### src/rtl/registry_dump.sv
// Serialises a snapshot of a nibble-wide register file into UART bytes {index, value},
// optionally skipping registers whose value has not changed since it was last sent.
module registry_dump #(
    parameter int C_UART_DATA_WIDTH = 8,
    parameter int C_REG_WIDTH       = 4
) (
    input  logic                                                         clk,
    input  logic                                                         rst,
    input  logic [(2**(C_UART_DATA_WIDTH-C_REG_WIDTH))*C_REG_WIDTH-1:0] register,
    input  logic                                                         start,
    input  logic                                                         changed,
    input  logic                                                         busy,
    output logic [C_UART_DATA_WIDTH-1:0]                                 data,
    output logic                                                         send,
    output logic                                                         active,
    output logic                                                         done
);

    localparam int C_REG_COUNT_WIDTH = C_UART_DATA_WIDTH - C_REG_WIDTH;
    localparam int C_REG_COUNT       = 2**C_REG_COUNT_WIDTH;
    localparam int C_REG_PORT_WIDTH  = C_REG_COUNT * C_REG_WIDTH;
    localparam logic [C_REG_COUNT_WIDTH-1:0] LAST_INDEX = {C_REG_COUNT_WIDTH{1'b1}};

    typedef enum logic [2:0] {IDLE, SCAN, SEND, WAITH, WAITL, DONE} state_t;

    state_t                         state;
    logic [C_REG_COUNT_WIDTH-1:0]   index;
    logic                           mode_changed;
    logic                           primed;
    logic [C_REG_WIDTH-1:0]         shadow [C_REG_COUNT];
    logic [C_REG_WIDTH-1:0]         last   [C_REG_COUNT];

    // The shadow copy decouples the dump from the live register file, so bytes of one
    // dump always describe the same instant; last[] remembers what the receiver holds.
    always_ff @(posedge clk) begin
        if (rst) begin
            state        <= IDLE;
            index        <= '0;
            mode_changed <= 1'b0;
            primed       <= 1'b0;
            data         <= '0;
            send         <= 1'b0;
            active       <= 1'b0;
            done         <= 1'b0;
            for (int i = 0; i < C_REG_COUNT; i++) begin
                shadow[i] <= '0;
                last[i]   <= '0;
            end
        end else begin
            case (state)
                IDLE: begin
                    if (start) begin
                        for (int i = 0; i < C_REG_COUNT; i++)
                            shadow[i] <= register[i*C_REG_WIDTH +: C_REG_WIDTH];
                        mode_changed <= changed;
                        index        <= '0;
                        active       <= 1'b1;
                        state        <= SCAN;
                    end
                end
                SCAN: begin
                    if (!mode_changed || !primed || shadow[index] != last[index]) begin
                        data         <= {index, shadow[index]};
                        last[index]  <= shadow[index];
                        send         <= 1'b1;
                        state        <= SEND;
                    end else if (index == LAST_INDEX) begin
                        done  <= 1'b1;
                        state <= DONE;
                    end else begin
                        index <= index + 1'b1;
                    end
                end
                SEND: begin
                    send  <= 1'b0;
                    state <= WAITH;
                end
                WAITH: begin
                    if (busy)
                        state <= WAITL;
                end
                // No timeout here: a transmitter that never frees up stalls the dump on purpose.
                WAITL: begin
                    if (!busy) begin
                        if (index == LAST_INDEX) begin
                            done  <= 1'b1;
                            state <= DONE;
                        end else begin
                            index <= index + 1'b1;
                            state <= SCAN;
                        end
                    end
                end
                DONE: begin
                    done   <= 1'b0;
                    active <= 1'b0;
                    primed <= 1'b1;
                    state  <= IDLE;
                end
                default: state <= IDLE;
            endcase
        end
    end

endmodule

### config.mk
export PLATFORM = sky130hd
export DESIGN_NAME = registry_dump
export DESIGN_NICKNAME = d
export VERILOG_FILES = /design/src/rtl/registry_dump.sv
export SDC_FILE = /design/constraint.sdc
export NUM_CORES = 1
export LEC_CHECK = 0
export BUFFER_PORTS_ARGS = -buffer_cell sky130_fd_sc_hd__buf_2
export CELL_PAD_IN_SITES_DETAIL_PLACEMENT = 0
export CELL_PAD_IN_SITES_GLOBAL_PLACEMENT = 1
export CORE_MARGIN = 5
export CORE_UTILIZATION = 52
export DETAILED_ROUTE_END_ITERATION = 12
export PLACE_DENSITY = 0.89
export RECOVER_POWER = 50
export SETUP_SLACK_MARGIN = 0.5
export SLEW_MARGIN = 20
export SYNTH_ARGS = -nofsm -noshare
export SYNTH_HDL_FRONTEND = slang
export SYNTH_SLANG_ARGS = --single-unit
### constraint.sdc
create_clock -name clk -period 8.1 [get_ports clk]
set_input_delay 1.62 -clock clk [delete_from_list [all_inputs] [get_ports clk]]
set_output_delay 1.62 -clock clk [all_outputs]
set_load 0.02 [all_outputs]
Word level (Yosys, flattened, before mapping)
Memories as Yosys holds them, arrays and structs flattened. A register that Yosys moved wholly into a read port is not among the register bits.
Cells that the tools add are included.
- $add $sub $neg: 1
- muxes and demuxes: 53
- bitwise logic cells: 16
- equality and inequality tests: 13
- reduce and logical (&&, ||, !) cells: 17
- operators with widths (cell ; number):
    2-to-1 mux 4 bit ; 26
    2-to-1 mux 3 bit ; 6
    2-to-1 mux 1 bit ; 16
    bitwise OR 1 bit ; 16
    one-hot mux 3 bit (5 select lines) ; 1
    one-hot mux 4 bit (3 select lines) ; 1
    inequality test 2 bit, second input constant ; 5
    AND reduction 2 bit ; 4
    AND reduction 4 bit ; 2
    equality test 3 x 2 -> 1 bit, second input constant ; 2
    equality test 3 bit, second input constant ; 2
    nonzero test 3 bit ; 2
    adder 4 x 1 -> 4 bit, second input constant ; 1
    equality test 4 bit, second input constant ; 1
    inequality test 4 bit ; 1
    one-hot mux 1 bit (2 select lines) ; 2
    nonzero test 2 bit ; 2
    OR reduction 4 bit ; 1
    equality test 3 x 1 -> 1 bit, second input constant ; 1
    zero test 3 bit ; 1
    inequality test 3 bit, second input constant ; 1
    one-hot mux 1 bit (3 select lines) ; 1
    AND reduction 3 bit ; 1
    zero test 1 bit ; 2
    logical OR 1 bit ; 2
- register bits after elaboration: 20
- memory bits (writable): 128
- memories kept: 2
- memories (memory ; words ; width ; read ports ; clocked after Yosys merged registers in ; write ports ; RTL line ; RTL):
    last ; 16 ; 4 ; 1 ; 1 ; 16 ; 31 ; logic [C_REG_WIDTH-1:0] last [C_REG_COUNT];
    shadow ; 16 ; 4 ; 1 ; 1 ; 16 ; 30 ; logic [C_REG_WIDTH-1:0] shadow [C_REG_COUNT];

Logic depth before layout (Yosys ltp)
- word-level depth: 9
- mapped depth: 11
- depth with buffers taken out: 7

Least setup slack after synthesis
Ideal clock, no wire load.
- path type: input port to flip-flop
- start: in start
- end: mem shadow[0][0], enable pin
- arrival: 3313 ps
- stages: 4
- setup slack: 4366 ps
- path buffers: 0
- library setup time: 421 ps
- path through: nand2_1 > nor3_1 > nor2_1 > inv_1
- RTL lines (element ; RTL line ; RTL):
    start: declaration ; 10 ; input logic start,
    end: declaration ; 30 ;

==> tab_implementation.tex <==
\begin{tabular}{lr}
\hline
Metric & Value \\
\hline
\multicolumn{2}{l}{\textbf{Global routing}} \\
Antenna violations before repair & 0 \\
Global-route wire length before repair & 26100 µm \\
Leftover overflow at the end of global routing & 0 \\
Via count of the first global-routing pass & around 4800 \\
All-Layer GR Usage & 0.214 \\
Largest net degree at the start of global routing & 69 \\
\multicolumn{2}{l}{\textbf{Route}} \\
Final wirelength & 15900 µm \\
First-pass iteration count of the detailed router & 5 \\
Post-DRT Antenna Nets & 0 \\
DRC violations left & 0 \\
Number of DRC markers in iteration 0 & approximately 300 \\
Via count & 4575 \\
Post-DR wirelength/cell & 20.1 µm \\
Routed vias/inst & around 5.8 \\
\multicolumn{2}{l}{\textbf{Place}} \\
Cell count after placement & roughly 760 \\
Post-DP HPWL & 10600 µm \\
Number of port buffers & between 70 and 80 \\
Placed Area & 0.00754 mm² \\
Placer Congestion & about 0.84 \\
Worst setup slack after placement & 4.04 ns \\
\multicolumn{2}{l}{\textbf{Outcome}} \\
Status & finished with violations \\
Violations in the final reports & capacitance limit, slew limit \\
\multicolumn{2}{l}{\textbf{Worst setup path}} \\
Total buffers and inverters traversed by the critical path & 0 \\
Critical-path top delay cell & dfxtp\_1 \\
Critical Path Fanout Max & 29 \\
Worst stage delay on the critical path & 1.48 ns \\
Largest delay contributor family on the critical path & simple AND/OR/NAND/NOR gates \\
Series of cell instances along the critical path & mux4\_2 -> mux2i\_1 -> xor2\_1 -> mux2i\_1 -> nand4\_2 -> nand4b\_1 -> nor2\_1 \\
Kind of critical path & reg2reg \\
Setup crit end kind & register \\
Crit path DAT & 4.89 ns \\
Startpoint Class & register \\
Most Frequent Cell on Critical Path & mux2i\_1 \\
Data required time at the worst endpoint & 8.32 ns \\
\multicolumn{2}{l}{\textbf{STA}} \\
Worst-case setup margin in the final layout & 3.43 ns \\
Final Critical Period & 4.67 ns \\
Fin Setup TNS & 0 ns \\
Worst relative slew slack & -0.750 \\
Tcrit/Tclk final & 0.576 \\
Worst clock skew & 0.00792 ns \\
Number of max-slew violations in the final report & 93 \\
Peak Freq & around 210 MHz \\
Final hold violation count & 0 \\
Total of endpoints with negative setup slack in the final report & 0 \\
Actual transition at the worst max-transition pin & 2.63 ns \\
Setup repair after global routing missed its margin & no \\
\multicolumn{2}{l}{\textbf{Layout}} \\
Filler-free cell count of the finished design & 791 \\
Growth of design area from synthesis to finish & 16.2\% \\
Final instance area & 0.00817 mm² \\
Antenna cells & 0 \\
Layout Nets & 675 \\
Fraction of layout instances using a drive strength above 1 & 0.228 \\
\multicolumn{2}{l}{\textbf{Synth}} \\
Mean instance size in the synthesized netlist & 13.2 µm² \\
Area share of the largest cell type after synthesis & 0.547 \\
Flop and latch count out of synthesis & 152 \\
Cell Area, Synth & 0.00703 mm² \\
Asr flop ratio synth & 0 \\
Number of distinct standard cells referenced by the synthesized netlist & 41 \\
Cell with the most instances after synthesis & edfxtp\_1 \\
Register area share after synthesis & 0.615 \\
Synth Net Count & 607 \\
Number of enable-type register cells in the synthesized netlist & 128 \\
Synthesis Warnings & 0 \\
Top area cells in the synthesized netlist & edfxtp\_1, mux4\_2, dfxtp\_1 \\
Primary flip-flop cell chosen by synthesis mapping & edfxtp\_1 \\
Most area-hungry cell type in the Yosys netlist & edfxtp\_1 \\
Ranking of synthesized cells by instance count & edfxtp\_1, nor2\_1, and2\_1 \\
Count of mapped cells out of synthesis & 534 \\
\multicolumn{2}{l}{\textbf{Floorplan}} \\
Cell row count & between 40 and 50 \\
Total core area & between 0.01 and 0.015 mm² \\
Die area & between 0.015 and 0.02 mm² \\
Width of the die & 126 µm \\
Initial standard-cell utilization of the core & 0.531 \\
I/O pin cnt & 80 \\
Vertical extent of the die & 126 µm \\
\multicolumn{2}{l}{\textbf{Clocking}} \\
TritonCTS Sinks & 152 \\
CTS tree & yes \\
TritonCTS buffer count & 17 \\
Number of levels the H-tree was split into & 4 \\
Max Buffers Root-to-Sink & 2 \\
CTS hold repair buffers & 0 \\
Number of buffers added for setup after CTS & 0 \\
Clk root buf & clkbuf\_16 \\
Clock Pin Slew Worst Setup and Hold Paths & 0.06 ns \\
Post-cts repair resize count & 0 \\
Clock latency on the worst-skew pair & 0.42 ns \\
\multicolumn{2}{l}{\textbf{Pwr}} \\
Worst ir drop on vdd & 174 µV \\
Power density over the cells & 262 mW/mm² \\
Total leakage power & 2.90 nW \\
\multicolumn{2}{l}{\textbf{Worst hold path}} \\
Worst min path class & reg2reg \\
\multicolumn{2}{l}{\textbf{Run}} \\
Number of maximum-capacitance constraint violations & 2 \\
\hline
\end{tabular}
==> state kept, by name (all words and copies together), names as in the netlist, named ones only <==
name,count
index,4
primed,1
active,1
mode_changed,1
last,64
shadow,64
state,3
done,1
data,8
send,1
==> metal layers <==
layer,up-vias,part of all wire,global-route usage,wire length [µm]
met3,26,0.093,0.0648,1490
li1,2107,-,-,-
met2,220,0.47,0.332,7500
met1,2222,0.41,0.290,6580
met4,0,0.021,0.0719,334
met5,-,0,0,0
==> final cells by class <==
type | instances | area [µm²]
clock buffer | 18 | 429
clock inverter | 14 | 224
fill | 1013 | 5080
inverter | 9 | 33.8
multi-input combinational | 338 | 2520
sequential | 152 | 4320
tap | 176 | 220
timing repair buffer | 84 | 412
==> final timing paths <==
check | from | to | slack (ns) | cells past startpoint
max | register | last[9][3] | 3.43 | 7
max reg2reg | register | last[9][3] | 3.43 | 7
min reg2reg | primed | primed | 0.48 | 2
min | primed | primed | 0.48 | 2
==> worst reg2reg max path: stages (launching register included) <==
cell and delay (ns):
dfxtp_1 1.48, mux4_2 0.71, mux2i_1 0.38, xor2_1 0.22, mux2i_1 0.13, nand4_2 0.31
nand4b_1 0.83, nor2_1 0.42
==> report_power, final <==
| group | internal (mW) | switching [mW] |
|---|---|---|
| registers | 0.939 | 0.0435 |
| logic | 0.119 | 0.179 |
| clock network | 0.550 | 0.312 |
| total | 1.61 | 0.535 |
==> cell families after synthesis <==
kind of cell	count (synthesis)	share of synthesized area
AND/OR/NAND/NOR	212	0.152
flip-flops	152	0.615
AO/OA/AOI/OAI	71	0.0689
multiplexers	46	0.124
buffers and inverters	44	0.0256
XOR/XNOR	5	0.00623
adder cells (fa/ha/maj)	4	0.00712
==> cell usage in the layout, fill, tap and decap left out, types with 16 or more instances in the layout <==
cell type	count
edfxtp_1	128
nor2_1	76
buf_2	68
mux4_2	33
and2_0	32
nor2b_1	30
nand2_1	26
dfxtp_1	24
o21bai_1	18
nand3_1	17
clkbuf_16	17
a21oi_1	16
==> through the flow <==
step	utilization	total power, mW	hold WS (ns)
after detailed placement	0.569	1.29	0.469
final	0.617	2.14	0.477
after global placement	0.569	1.28	0.455
after global routing	0.617	2.23	0.511
after CTS	0.619	2.16	0.477
after floorplan	-	1.20	0.437
Power figures use the tool's default switching activity.
